==> src/rtl/mfm_sync_deserializer.sv <==
// ---------------------------------------------------------------------------
// mfm_sync_deserializer
//
// Consumes the raw MFM channel-bit stream recovered by digital_pll, hunts for
// the A1 sync word (0x4489, missing clock), aligns to the cell boundary after
// it, and decodes the following cells into bytes for the sector/field parser.
// The byte after a run of SYNC_COUNT A1 words is flagged as the address mark.
// Clock bits of the mark and of every data byte are checked for MFM legality.
//
// Optional build feature:
//   MFM_CRC_EN - adds crc_value/crc_ok, a CRC-16-CCITT (0x1021, init 0xFFFF)
//                running over the A1 bytes, the mark byte and the data bytes.
//
// Ports:
//   clk         in   system clock (shared with digital_pll)
//   reset_n     in   asynchronous active-low reset
//   enable      in   block enable; low forces HUNT
//   resync      in   single-cycle pulse; abandon the field and return to HUNT
//   pll_locked  in   lock status from digital_pll; low forces HUNT
//   data_bit    in   raw MFM channel bit
//   data_ready  in   single-cycle strobe qualifying data_bit
//   byte_out    out  [7:0] decoded byte
//   byte_valid  out  single-cycle strobe for byte_out
//   is_mark     out  qualifies byte_valid: byte is the address mark
//   sync_pulse  out  single-cycle pulse on each aligned sync-word match
//   in_sync     out  high while in SYNC or DATA
//   mfm_error   out  single-cycle pulse (with byte_valid) on a clock violation
//   byte_count  out  [10:0] bytes output since the mark, mark included
//   crc_value   out  [15:0] running CRC            (MFM_CRC_EN only)
//   crc_ok      out  crc_value is zero while in DATA (MFM_CRC_EN only)
//
// State table:
//   state   | meaning
//   HUNT    | sliding search for the sync word after every shifted bit
//   SYNC    | word-aligned inside an A1 run, counting consecutive A1s
//   DATA    | decoding bytes after the address mark
// ---------------------------------------------------------------------------
module mfm_sync_deserializer #(
    parameter logic [15:0] SYNC_WORD  = 16'h4489,
    parameter int          SYNC_COUNT = 3,
    parameter int          MAX_BYTES  = 1100
) (
    input  logic        clk,
    input  logic        reset_n,
    input  logic        enable,
    input  logic        resync,
    input  logic        pll_locked,
    input  logic        data_bit,
    input  logic        data_ready,
    output logic [7:0]  byte_out,
    output logic        byte_valid,
    output logic        is_mark,
    output logic        sync_pulse,
    output logic        in_sync,
    output logic        mfm_error,
    output logic [10:0] byte_count
`ifdef MFM_CRC_EN
    ,
    output logic [15:0] crc_value,
    output logic        crc_ok
`endif
);

    localparam int          A1W      = $clog2(SYNC_COUNT + 1);
    localparam logic [A1W-1:0] A1_FULL = A1W'(SYNC_COUNT);
    localparam logic [10:0] MAX_CNT  = 11'(MAX_BYTES);

    typedef enum logic [1:0] {
        ST_HUNT = 2'd0,
        ST_SYNC = 2'd1,
        ST_DATA = 2'd2
    } state_t;

    state_t         state, state_d;
    logic [15:0]    raw, raw_d;
    logic [3:0]     bitcnt, bitcnt_d;
    logic [A1W-1:0] a1_cnt, a1_cnt_d;
    logic           prev_d, prev_d_d;
    logic [10:0]    byte_count_d;
    logic [7:0]     byte_out_d;
    logic           byte_valid_d, is_mark_d, sync_pulse_d, mfm_error_d;

    logic           abort;
    logic           shift;
    logic [15:0]    raw_sh;
    logic           is_sync;
    logic [7:0]     dec_byte;
    logic           clk_bad;

`ifdef MFM_CRC_EN
    logic [15:0]    crc_q, crc_d;

    function automatic logic [15:0] crc16_byte(input logic [15:0] crc_in,
                                               input logic [7:0]  b);
        logic [15:0] c;
        logic        fb;
        c = crc_in;
        for (int i = 7; i >= 0; i--) begin
            fb = c[15] ^ b[i];
            c  = {c[14:0], 1'b0} ^ (fb ? 16'h1021 : 16'h0000);
        end
        return c;
    endfunction
`endif

    // Each cell is {clock, data}; the first cell sits in raw[15:14]. A legal
    // clock bit is 1 only between two zero data bits, and the previous data
    // bit carries in from the preceding byte.
    function automatic logic clock_bad(input logic [15:0] w, input logic prev);
        logic p;
        logic bad;
        p   = prev;
        bad = 1'b0;
        for (int i = 7; i >= 0; i--) begin
            if (w[2*i+1] != (~p & ~w[2*i])) bad = 1'b1;
            p = w[2*i];
        end
        return bad;
    endfunction

    assign abort    = ~enable | ~pll_locked | resync;
    assign shift    = data_ready & ~abort;
    assign raw_sh   = {raw[14:0], data_bit};
    assign is_sync  = (raw_sh == SYNC_WORD);
    assign dec_byte = {raw_sh[14], raw_sh[12], raw_sh[10], raw_sh[8],
                       raw_sh[6],  raw_sh[4],  raw_sh[2],  raw_sh[0]};
    assign clk_bad  = clock_bad(raw_sh, prev_d);

    always_ff @(posedge clk or negedge reset_n) begin
        if (!reset_n) begin
            state      <= ST_HUNT;
            raw        <= 16'h0000;
            bitcnt     <= 4'd0;
            a1_cnt     <= '0;
            prev_d     <= 1'b0;
            byte_count <= 11'd0;
            byte_out   <= 8'h00;
            byte_valid <= 1'b0;
            is_mark    <= 1'b0;
            sync_pulse <= 1'b0;
            mfm_error  <= 1'b0;
`ifdef MFM_CRC_EN
            crc_q      <= 16'h0000;
`endif
        end else begin
            state      <= state_d;
            raw        <= raw_d;
            bitcnt     <= bitcnt_d;
            a1_cnt     <= a1_cnt_d;
            prev_d     <= prev_d_d;
            byte_count <= byte_count_d;
            byte_out   <= byte_out_d;
            byte_valid <= byte_valid_d;
            is_mark    <= is_mark_d;
            sync_pulse <= sync_pulse_d;
            mfm_error  <= mfm_error_d;
`ifdef MFM_CRC_EN
            crc_q      <= crc_d;
`endif
        end
    end

    always_comb begin
        state_d      = state;
        raw_d        = raw;
        bitcnt_d     = bitcnt;
        a1_cnt_d     = a1_cnt;
        prev_d_d     = prev_d;
        byte_count_d = byte_count;
        byte_out_d   = byte_out;
        byte_valid_d = 1'b0;
        is_mark_d    = 1'b0;
        sync_pulse_d = 1'b0;
        mfm_error_d  = 1'b0;
`ifdef MFM_CRC_EN
        crc_d        = crc_q;
`endif

        if (abort) begin
            // Any bit arriving alongside the abort is dropped on purpose.
            state_d  = ST_HUNT;
            raw_d    = 16'h0000;
            bitcnt_d = 4'd0;
        end else if (shift) begin
            raw_d    = raw_sh;
            bitcnt_d = bitcnt + 4'd1;
            case (state)
                ST_HUNT: begin
                    if (is_sync) begin
                        sync_pulse_d = 1'b1;
                        a1_cnt_d     = A1W'(1);
                        bitcnt_d     = 4'd0;
                        prev_d_d     = 1'b1;
                        state_d      = ST_SYNC;
`ifdef MFM_CRC_EN
                        crc_d        = crc16_byte(16'hFFFF, 8'hA1);
`endif
                    end
                end
                ST_SYNC: begin
                    if (bitcnt == 4'd15) begin
                        if (is_sync) begin
                            sync_pulse_d = 1'b1;
                            prev_d_d     = 1'b1;
                            if (a1_cnt != A1_FULL) a1_cnt_d = a1_cnt + A1W'(1);
`ifdef MFM_CRC_EN
                            crc_d        = crc16_byte(crc_q, 8'hA1);
`endif
                        end else if (a1_cnt == A1_FULL) begin
                            byte_out_d   = dec_byte;
                            byte_valid_d = 1'b1;
                            is_mark_d    = 1'b1;
                            mfm_error_d  = clk_bad;
                            byte_count_d = 11'd1;
                            prev_d_d     = raw_sh[0];
                            state_d      = (MAX_CNT <= 11'd1) ? ST_HUNT : ST_DATA;
`ifdef MFM_CRC_EN
                            crc_d        = crc16_byte(crc_q, dec_byte);
`endif
                        end else begin
                            state_d = ST_HUNT;
                        end
                    end
                end
                ST_DATA: begin
                    if (bitcnt == 4'd15) begin
                        if (is_sync) begin
                            // A fresh A1 run interrupts the field; it starts a new run.
                            sync_pulse_d = 1'b1;
                            a1_cnt_d     = A1W'(1);
                            prev_d_d     = 1'b1;
                            state_d      = ST_SYNC;
`ifdef MFM_CRC_EN
                            crc_d        = crc16_byte(16'hFFFF, 8'hA1);
`endif
                        end else begin
                            byte_out_d   = dec_byte;
                            byte_valid_d = 1'b1;
                            mfm_error_d  = clk_bad;
                            byte_count_d = byte_count + 11'd1;
                            prev_d_d     = raw_sh[0];
                            if ((byte_count + 11'd1) >= MAX_CNT) state_d = ST_HUNT;
`ifdef MFM_CRC_EN
                            crc_d        = crc16_byte(crc_q, dec_byte);
`endif
                        end
                    end
                end
                default: state_d = ST_HUNT;
            endcase
        end
    end

    assign in_sync = (state != ST_HUNT);

`ifdef MFM_CRC_EN
    assign crc_value = crc_q;
    assign crc_ok    = (state == ST_DATA) && (crc_q == 16'h0000);
`endif

endmodule

==> config.mk <==
export PLATFORM = sky130hd
export DESIGN_NAME = mfm_sync_deserializer
export DESIGN_NICKNAME = d
export VERILOG_FILES = /design/src/rtl/mfm_sync_deserializer.sv
export SDC_FILE = /design/constraint.sdc
export NUM_CORES = 1
export LEC_CHECK = 0
export ABC_AREA = 0
export ABC_CLOCK_PERIOD_IN_PS = 2650
export BUFFER_PORTS_ARGS = -buffer_cell sky130_fd_sc_hd__buf_2
export CORE_MARGIN = 2
export CORE_UTILIZATION = 58
export DETAILED_ROUTE_END_ITERATION = 12
export GPL_TIMING_DRIVEN = 1
export PLACE_DENSITY = 0.79
export SLEW_MARGIN = 0
export SYNTH_ARGS = -nofsm -noshare
export SYNTH_HDL_FRONTEND = slang
export SYNTH_SLANG_ARGS = --single-unit
export TNS_END_PERCENT = 1
==> constraint.sdc <==
create_clock -name clk -period 2.65 [get_ports clk]
set_clock_uncertainty 0.1 [all_clocks]
set_input_delay 0.3975 -clock clk [delete_from_list [all_inputs] [get_ports clk]]
set_output_delay 0.3975 -clock clk [all_outputs]
set_load 0.02 [all_outputs]
# [Yosys cells after proc, flatten, opt, wreduce, memory -nomap -nowiden]
# Index checks and enable logic that the tools add are counted.
[word_totals] ff_bits=47 in_bits=7 output_inout_bits=24 word_cells=149
[classes] add_sub_neg=3 order_cmp=1 eq_ne=28 n_mux=73 bitwise_logic=23 reduce_logical=10
[op_table] op="2-to-1 mux 11 bit" count=5
[op_table] op="2-to-1 mux 8 bit" count=5
[op_table] op="2-to-1 mux 1 bit" count=35
[op_table] op="2-to-1 mux 15 bit" count=2
[op_table] op="2-to-1 mux 2 bit" count=14
[op_table] op="case mux 11 bit (2 select lines)" count=1
[op_table] op="!= test 2 bit, second input constant" count=9
[op_table] op="equality test 16 x 15 -> 1 bit, second input constant" count=1
[op_table] op="2-to-1 mux 4 bit" count=4
[op_table] op="case mux 8 bit (2 select lines)" count=1
[op_table] op="!= test 3 bit, second input constant" count=5
[op_table] op="AND reduction 7 bit" count=2
[op_table] op="NOT 1 bit" count=12
[op_table] op="case mux 2 bit (3 select lines)" count=2
[op_table] op="adder 11 x 1 -> 11 bit, second input constant" count=1
[op_table] op="greater-or-equal comparator 11 bit, second input constant" count=1
[op_table] op="bitwise AND 1 bit" count=9
[op_table] op="!= test 1 bit" count=8
[op_table] op="AND reduction 8 bit" count=1
[op_table] op="case mux 1 bit (2 select lines)" count=3
[op_table] op="AND reduction 6 bit" count=1
[op_table] op="nonzero test 2 bit" count=3
[op_table] op="adder 4 x 1 -> 4 bit, second input constant" count=1
[op_table] op="equality test 2 bit, second input constant" count=2
[op_table] op="other kinds (9)" count=10

# [Longest topological paths before layout]
# Gate-level depths: netlist (run 1).
[logic_depth] depth_word=17 ltp_mapped=9 mapped_depth_nobuf=8

# [Worst setup path after synthesis (run 1)]
# No wires, ideal clock.
[synth_timing] path_type="register to register" start="reg byte_count[0]" end="reg state[0]" setup_time_ns=0.104 arrival_time_ns=2.094 required_ns=2.446 setup_slack_ns=0.352 path_stages_with_launch=9 period_less_slack_ns=2.298 path_cell_list="dfrtp_1 ha_1 buf_4 nand3_1 nor3_2 xnor2_1 a221o_1 or2_1 o41ai_2"
[synth_between] elab_chain_cells=4
[synth_rtl] item="from (decl)" line_no="56" source="output logic [10:0] byte_count"
[synth_rtl] item="from (signal assigned)" line_no="151" source="byte_count <= byte_count_d;"
[synth_rtl] item="adder 11 x 1 -> 11 bit" line_no="242" source="if ((byte_count + 11'd1) >= MAX_CNT) state_d = ST_HUNT;"
[synth_rtl] item="greater-or-equal comparator 11 bit" line_no="242"
[synth_rtl] item="!= test 4 bit (no source line)"
[synth_rtl] item="AND reduction 6 bit (no source line)"
[synth_rtl] item="to (signal assigned)" line_no="146" source="state <= state_d;"
[synth_rtl] item="to (decl)" line_no="74" source="state_t state, state_d;"
# Every way passes these cells.
# A chain may end at the register's enable or synchronous reset.

# [Worst setup path after layout (run 1)]
[layout_timing] start="reg state[0]" end="reg byte_count[8]"
[layout_between] elab_chain_cells=3 elab_cells_between_ends=10 classes_between="eq/ne (7); mux (1); reduce/logical (2)"
[layout_rtl] item="equality test 2 x 1 -> 1 bit / equality test 2 bit (equally long branches)" line_no="187" source="case (state)"
[layout_rtl] item="!= test 2 bit (no source line) / nonzero test 2 bit (equally long branches)"
[layout_rtl] item="AND reduction 8 bit (no source line)"
# Several ways; a longest one is shown, not always the timed one.

==> results by group, run 1 <==
STA
  – Max_slew headroom: 0.7085
  – Setup ws final: 206.5 ps
  – Final Hold Vio Count: 0
  – RSZ-0062 raised after global routing: no
  – TNS Setup: 0 ps
  – Max Slew Vio Count: 0
  – Final period util: 0.9221
  – Worst-margin pin slew: 437.3 ps
  – Max Freq: 409.3 MHz
  – Setup violators final: 0
  – Clock period minus worst slack: 2443 ps
  – Worst hold margin: 314.7 ps

Pwr
  – Net Sw Frac: 0.2412
  – Comb power frac: 0.040
  – Seq pwr share: 0.591
  – Internal Power: 0.9219 mW
  – Clock share of power: 0.369
  – Peak VDD IR: 0.3993 mV
  – Total power: 1.215 mW
  – Switching pwr: 0.2931 mW
  – Leak: 1.405 nW
  – PwrDens: 418.5 nW/um^2

Routing
  – Final ANT Viol Nets: 0
  – DR pass1 iterations: 4
  – DRC Markers: 0
  – Initial DRC Count: 232
  – Vias per cell: 5.849
  – DR WL/cell: 15.54 um
  – Total detailed-routing wirelength: 5.470 mm
  – Vias: 2059

Clocking
  – Max Root-Sink Buffers: 2
  – CTS tree: yes
  – Clock sink total: 47
  – TritonCTS Buffers: 5
  – Clock latency at the later pin of the worst-skew pair: 300 ps
  – Root Driver: clkbuf_8
  – Post-CTS Setup Bufs: 0
  – # H-tree levels: 2
  – Clock Pin Slew Worst Setup and Hold Paths: 100 ps

Synth
  – Synth cell types: 51
  – Mapped Cells: 262
  – Mapped Avg Cell Area: 9.718 um^2
  – EDFF count, synth: 0
  – Top cell type's share of synthesized area: 0.4619
  – Yosys warns: 0
  – Primary FF master, synth: dfrtp_1
  – Largest cells by area after synthesis: dfrtp_1 (46%), mux2i_1 (5.9%), nor2_1 (5.0%)
  – Yosys reg bits: 47
  – Mapped Nets: 276
  – Async SR Flop Fraction: 1.000
  – Area leader, netlist: dfrtp_1
  – Post-synthesis sequential area ratio: 0.4619
  – Synth Cell Area: 2546 um^2

Critical path
  – Type of origin of the critical path: flop
  – Crit path max fanout: 18
  – FF-to-FF Start: state[0]
  – Critical Path AT: 2550 ps
  – R2r endpoint: byte_count[8]
  – Nature of the critical path endpoint: flop
  – Req. time, crit path: 2760 ps
  – WS Path Type: reg -> reg
  – Worst reg2reg path depth: 7
  – R2R setup slack: 210 ps

Place
  – Post-DP HPWL: 3.938 mm
  – Placed insts: 343
  – RePlAce Congestion: 0.9839
  – DP Area: 2793 um^2
  – Port Buffers: 30
  – Post-place setup slack: 142.3 ps

Final layout
  – Layout fillers: 337
  – Final nets: 313
  – Proportion of layout cells with a drive suffix above 1: 0.2233
  – Post-Route Utilization: 0.6760
  – Sequential cell area: 1176 um^2
  – Finished Cell Area: 2903 um^2
  – Number of diodes: 0
  – Commonest non-fill, non-tap cell in the layout: dfrtp_1
  – Area Growth Syn to Fin: 14.00%
  – Commonest non-fill, non-tap cells in the layout: dfrtp_1 (47), nor2_1 (34), buf_2 (30)
  – Finished Layout Cells: 352
  – Multi-input logic area: 1285 um^2

Hold path
  – Hold path start: data_bit
  – Hold EP: raw[0]
  – Hold Path Depth: 3
  – Worst min path class: in -> reg

Floorplanning
  – Die height: 70.26 um
  – Die footprint: 4936 um^2
  – Site Rows: 24
  – Top Ports: 31
  – Die width: 70.26 um
  – Core area: 4294 um^2
  – Initial core utilization: 0.5929

Global routing
  – Largest net degree at the start of global routing: 34
  – GRT Residual Overflow: 0
  – Global-route wire length before repair: 8.914 mm
  – GRT Total Usage: 0.2288
  – Number of global-route vias before repair: 1876
  – Initial antenna violation count: 0

Run status
  – Status: finished, final reports clean

Run
  – Number of max-cap violations: 0
## worst max-delay path, stage by stage (launching register included)
cell      delay, ps
dfrtp_1         440
inv_1           110
ha_1            270
nor2_1          180
o211ai_1        170
or4b_1          530
buf_4           210
o41ai_2         320
## power groups by stage
stage	sequential [mW]	clock, mW	combinational (mW)
after detailed placement	0.732	0	0.0486
after floorplan	0.732	0	0.0223
final	0.718	0.448	0.0487
after global routing	0.718	0.489	0.0553
after CTS	0.718	0.460	0.0495
after global placement	0.732	0	0.0473
## synthesized netlist by cell type, types with 3 or more instances
master	instances
nor4_1	6
nand2b_1	3
nor2_1	34
o211ai_1	3
buf_2	5
nor2b_1	4
o31ai_1	5
dfrtp_1	47
a21oi_1	14
o21ai_0	21
nand2_1	20
and2_1	3
ha_1	7
mux2i_1	15
inv_1	7
mux2_2	8
nand3_1	7
clkbuf_1	5
xor2_1	9
## flip-flops by register name, indices dropped and copies added (netlist names)
register / count
sync_pulse: 1
mfm_error: 1
bitcnt: 4
is_mark: 1
prev_d: 1
raw: 15
state: 2
byte_out: 8
byte_count: 11
byte_valid: 1
a1_cnt: 2
## repair_timing
action / CTS / global route
setup endpoints to repair: 0 / 1
hold buffers: 1 / 0
resized for setup: 0 / 1
hold endpoints to repair: 14 / 0
## cell type report
class | instances | share of cell area
Clock buffer | 5 | 0.02371
Clock inverter | 3 | 0.008190
Inverter | 7 | 0.009052
Multi-Input combinational cell | 194 | 0.4427
Sequential cell | 47 | 0.4052
Tap cell | 52 | 0.02241
Timing Repair Buffer | 44 | 0.08879
## cells by family (layout without fill, tap and decap cells)
group,after synthesis,count (layout),share of synthesized area
and+or+nand+nor,99,99,0.2039
AOI/OAI and AO/OA,54,54,0.1312
DFF,47,47,0.4619
muxes,23,23,0.09435
buffers and inverters,21,59,0.03636
xor gates and xnor gates,11,11,0.03784
adders and majority gates,7,7,0.03440
## routing by layer
metal / share of wire / GRT usage / vias to the layer above
li1: - / - / 1005
met1: 0.44 / 0.3054 / 994
met2: 0.52 / 0.3753 / 56
met3: 0.038 / 0.04762 / 4
met4: 0.0079 / 0.07051 / 0
met5: 0 / 0 / -
## worst max path at each step
stage                              from             to  slack [ps]  cells past startpoint
after floorplan           byte_count[0]       state[0]         350                      8
final                          state[0]  byte_count[8]         210                      7
after CTS                      state[0]  byte_count[8]         130                      7
after global placement         state[0]  byte_count[8]         210                      7
after detailed placement       state[0]  byte_count[8]         140                      7
after global routing           state[0]  byte_count[8]          60                      7
Power figures use the tool's default switching activity.
==> run 2, diff against run 1 <==
Settings changed: REMOVE_ABC_BUFFERS set to 1.
==> results by group, run 2 (same netlist as run 1, synthesis figures left out) <==
Run status
  – Status: finished, final reports clean (unchanged)

Pwr
  – Comb power frac: 0.038 (was 0.040)
  – Peak VDD IR: 0.2335 mV (was 0.3993 mV)
  – Internal Power: 0.9452 mW (was 0.9219 mW)
  – Seq pwr share: 0.583 (was 0.591)
  – Net Sw Frac: 0.2331 (was 0.2412)
  – Switching pwr: 0.2872 mW (was 0.2931 mW)
  – Leak: 1.388 nW (was 1.405 nW)
  – Clock share of power: 0.379 (was 0.369)
  – Total power: 1.232 mW (was 1.215 mW)
  – PwrDens: 428.4 nW/um^2 (was 418.5 nW/um^2)

STA
  – Final Hold Vio Count: 0 (unchanged)
  – Setup violators final: 0 (unchanged)
  – Final period util: 0.8989 (was 0.9221)
  – Max Slew Vio Count: 0 (unchanged)
  – Clock period minus worst slack: 2382 ps (was 2443 ps)
  – RSZ-0062 raised after global routing: no (unchanged)
  – Worst-margin pin slew: 588.4 ps (was 437.3 ps)
  – Max Freq: 419.8 MHz (was 409.3 MHz)
  – Max_slew headroom: 0.6077 (was 0.7085)
  – TNS Setup: 0 ps (unchanged)

Global routing
  – GRT Residual Overflow: 0 (unchanged)
  – Routing usage on met1: 0.3238 (was 0.3054)
  – Met3 Use GR: 0.05339 (was 0.04762)
  – Global-route wire length before repair: 8.956 mm (was 8.914 mm)
  – Gr busiest metal: met2 (unchanged)
  – Number of global-route vias before repair: 1920 (was 1876)
  – GR Util met2: 0.3438 (was 0.3753)
  – Initial antenna violation count: 0 (unchanged)
  – Largest net degree at the start of global routing: 48 (was 34)
  – GRT Total Usage: 0.2290 (was 0.2288)

Floorplanning
  – Site Rows: 24 (unchanged)
  – Die height: 70.26 um (unchanged)
  – Core area: 4294 um^2 (unchanged)
  – Die footprint: 4936 um^2 (unchanged)
  – Top Ports: 31 (unchanged)
  – Initial core utilization: 0.5929 (unchanged)
  – Die width: 70.26 um (unchanged)

Critical path
  – Req. time, crit path: 2750 ps (was 2760 ps)
  – CP cell instances: inv_1, ha_1, nor2_1, o211ai_1, or4b_1, buf_4, o41ai_1 (was inv_1, ha_1, nor2_1, o211ai_1, or4b_1, buf_4, o41ai_2)
  – Highest-delay cell along the critical path: or4b_1 (unchanged)
  – Nature of the critical path endpoint: flop (unchanged)
  – Crit path max fanout: 18 (unchanged)
  – Type of origin of the critical path: flop (unchanged)
  – WS Path Type: reg -> reg (unchanged)
  – CP delay by family, top: simple AND/OR/NAND/NOR gates (unchanged)
  – Critical Path AT: 2480 ps (was 2550 ps)
  – Crit-path max cell delay: 540 ps (was 530 ps)
  – Buffers and inverters on the worst path: 2 (unchanged)

Place
  – Port Buffers: 30 (unchanged)
  – RePlAce Congestion: 0.9394 (was 0.9839)
  – Post-DP HPWL: 3.525 mm (was 3.938 mm)

Clocking
  – TritonCTS Buffers: 5 (unchanged)
  – CTS tree: yes (unchanged)
  – Hold_buf cts: 0 (was 1)
  – Clock Pin Slew Worst Setup and Hold Paths: 90 ps (was 100 ps)
  – Clock latency at the later pin of the worst-skew pair: 300 ps (about the same)
  – Root Driver: clkbuf_8 (unchanged)
  – Clock sink total: 47 (unchanged)
  – # H-tree levels: 2 (unchanged)
  – Resize count post-CTS: 0 (unchanged)
  – Post-CTS Setup Bufs: 0 (unchanged)
  – Max Root-Sink Buffers: 2 (unchanged)

Hold path
  – Worst min path class: in -> async (was in -> reg)

Routing
  – DR pass1 iterations: 4 (unchanged)
  – Final ANT Viol Nets: 0 (unchanged)
  – DR WL/cell: 15.14 um (was 15.54 um)
  – Total detailed-routing wirelength: 5.284 mm (was 5.470 mm)
  – Vias: 2018 (was 2059)
  – DRC Markers: 0 (unchanged)
  – Vias per cell: 5.782 (was 5.849)
  – Initial DRC Count: 191 (was 232)

Final layout
  – Number of flip-flops in the largest register: 15 (unchanged)
  – Area Growth Syn to Fin: 12.97% (was 14.00%)
  – Largest regs: raw (15), byte_count (11), byte_out (8) (unchanged)
  – Proportion of layout cells with a drive suffix above 1: 0.2155 (was 0.2233)
  – Sequential cell area: 1176 um^2 (unchanged)
  – Commonest non-fill, non-tap cells in the layout: dfrtp_1 (47), nor2_1 (34), buf_2 (30) (unchanged)
  – Biggest register: raw (unchanged)
  – Number of diodes: 0 (unchanged)
  – Layout fillers: 342 (was 337)
  – Commonest non-fill, non-tap cell in the layout: dfrtp_1 (unchanged)
  – Multi-input logic area: 1277 um^2 (was 1285 um^2)
  – Final nets: 310 (was 313)

Run
  – Number of max-cap violations: 0 (unchanged)
run 2: cell count changes in the layout (fill, tap and decap cells not counted):
cell,before,now
buf_4,13,11
clkbuf_8,5,6
clkinv_4,0,1
clkinvlp_4,2,1
dlygate4sd3_1,1,0
inv_6,1,0
o41ai_1,1,2
o41ai_2,2,1
run 2: path summary, 6_finish.rpt:
path | from | to | slack (ps) | depth (start not counted)
worst min-delay path | reset_n | a1_cnt[0] | 70 | 2
worst max-delay path | state[1] | byte_count[8] | 270 | 7
worst min register to register | a1_cnt[1] | a1_cnt[1] | 410 | 2
min in group clk | data_bit | raw[0] | 350 | 3
worst max register to register | state[1] | byte_count[8] | 270 | 7
max in group asynchronous | reset_n | byte_out[2] | 1980 | 2
run 2: through the flow:
stage               instance area, um^2  setup slack, ps  hold slack (ps)  std cells  utilization
floorplan                          2480            304.8            1.909        248            -
global placement                   2755            351.2            370.4        338       0.6416
detailed placement                 2755            301.5            384.2        338       0.6416
CTS                                2854            291.8            87.82        346       0.6646
global route                       2877            22.83            123.7        349       0.6699
finish                             2877            267.9            72.66        349       0.6699
run 2: worst reg2reg max path, delay by kind of cell, from the launching register on:
kind,cells,cell delay [ps]
AO/OA/AOI/OAI,2,490
adder cells (fa/ha/maj),1,260
buffers and inverters,2,300
flip-flops,1,440
AND/OR/NAND/NOR,2,690
run 2: power by group through the flow:
stage,Sequential (mW),Combinational [mW],Clock [mW]
after floorplan,0.732,0.0147,0
after global placement,0.732,0.0473,0
after detailed placement,0.732,0.0478,0
after CTS,0.718,0.0480,0.481
after global routing,0.718,0.0528,0.508
final,0.718,0.0468,0.468
run 2: area by class of cell:
cell class                 count  share of cell area
clock buffer                   6             0.02871
multi-input combinational    194              0.4441
timing repair buffer          41             0.08090
inverter                       7            0.009134
tap                           52             0.02262
sequential                    47              0.4089
clock inverter                 2            0.005655
run 2: layer usage:
layer / part of all wire / vias up
li1: - / 997
met1: 0.49 / 966
met2: 0.46 / 48
met3: 0.035 / 7
met4: 0.015 / 0
met5: 0 / -
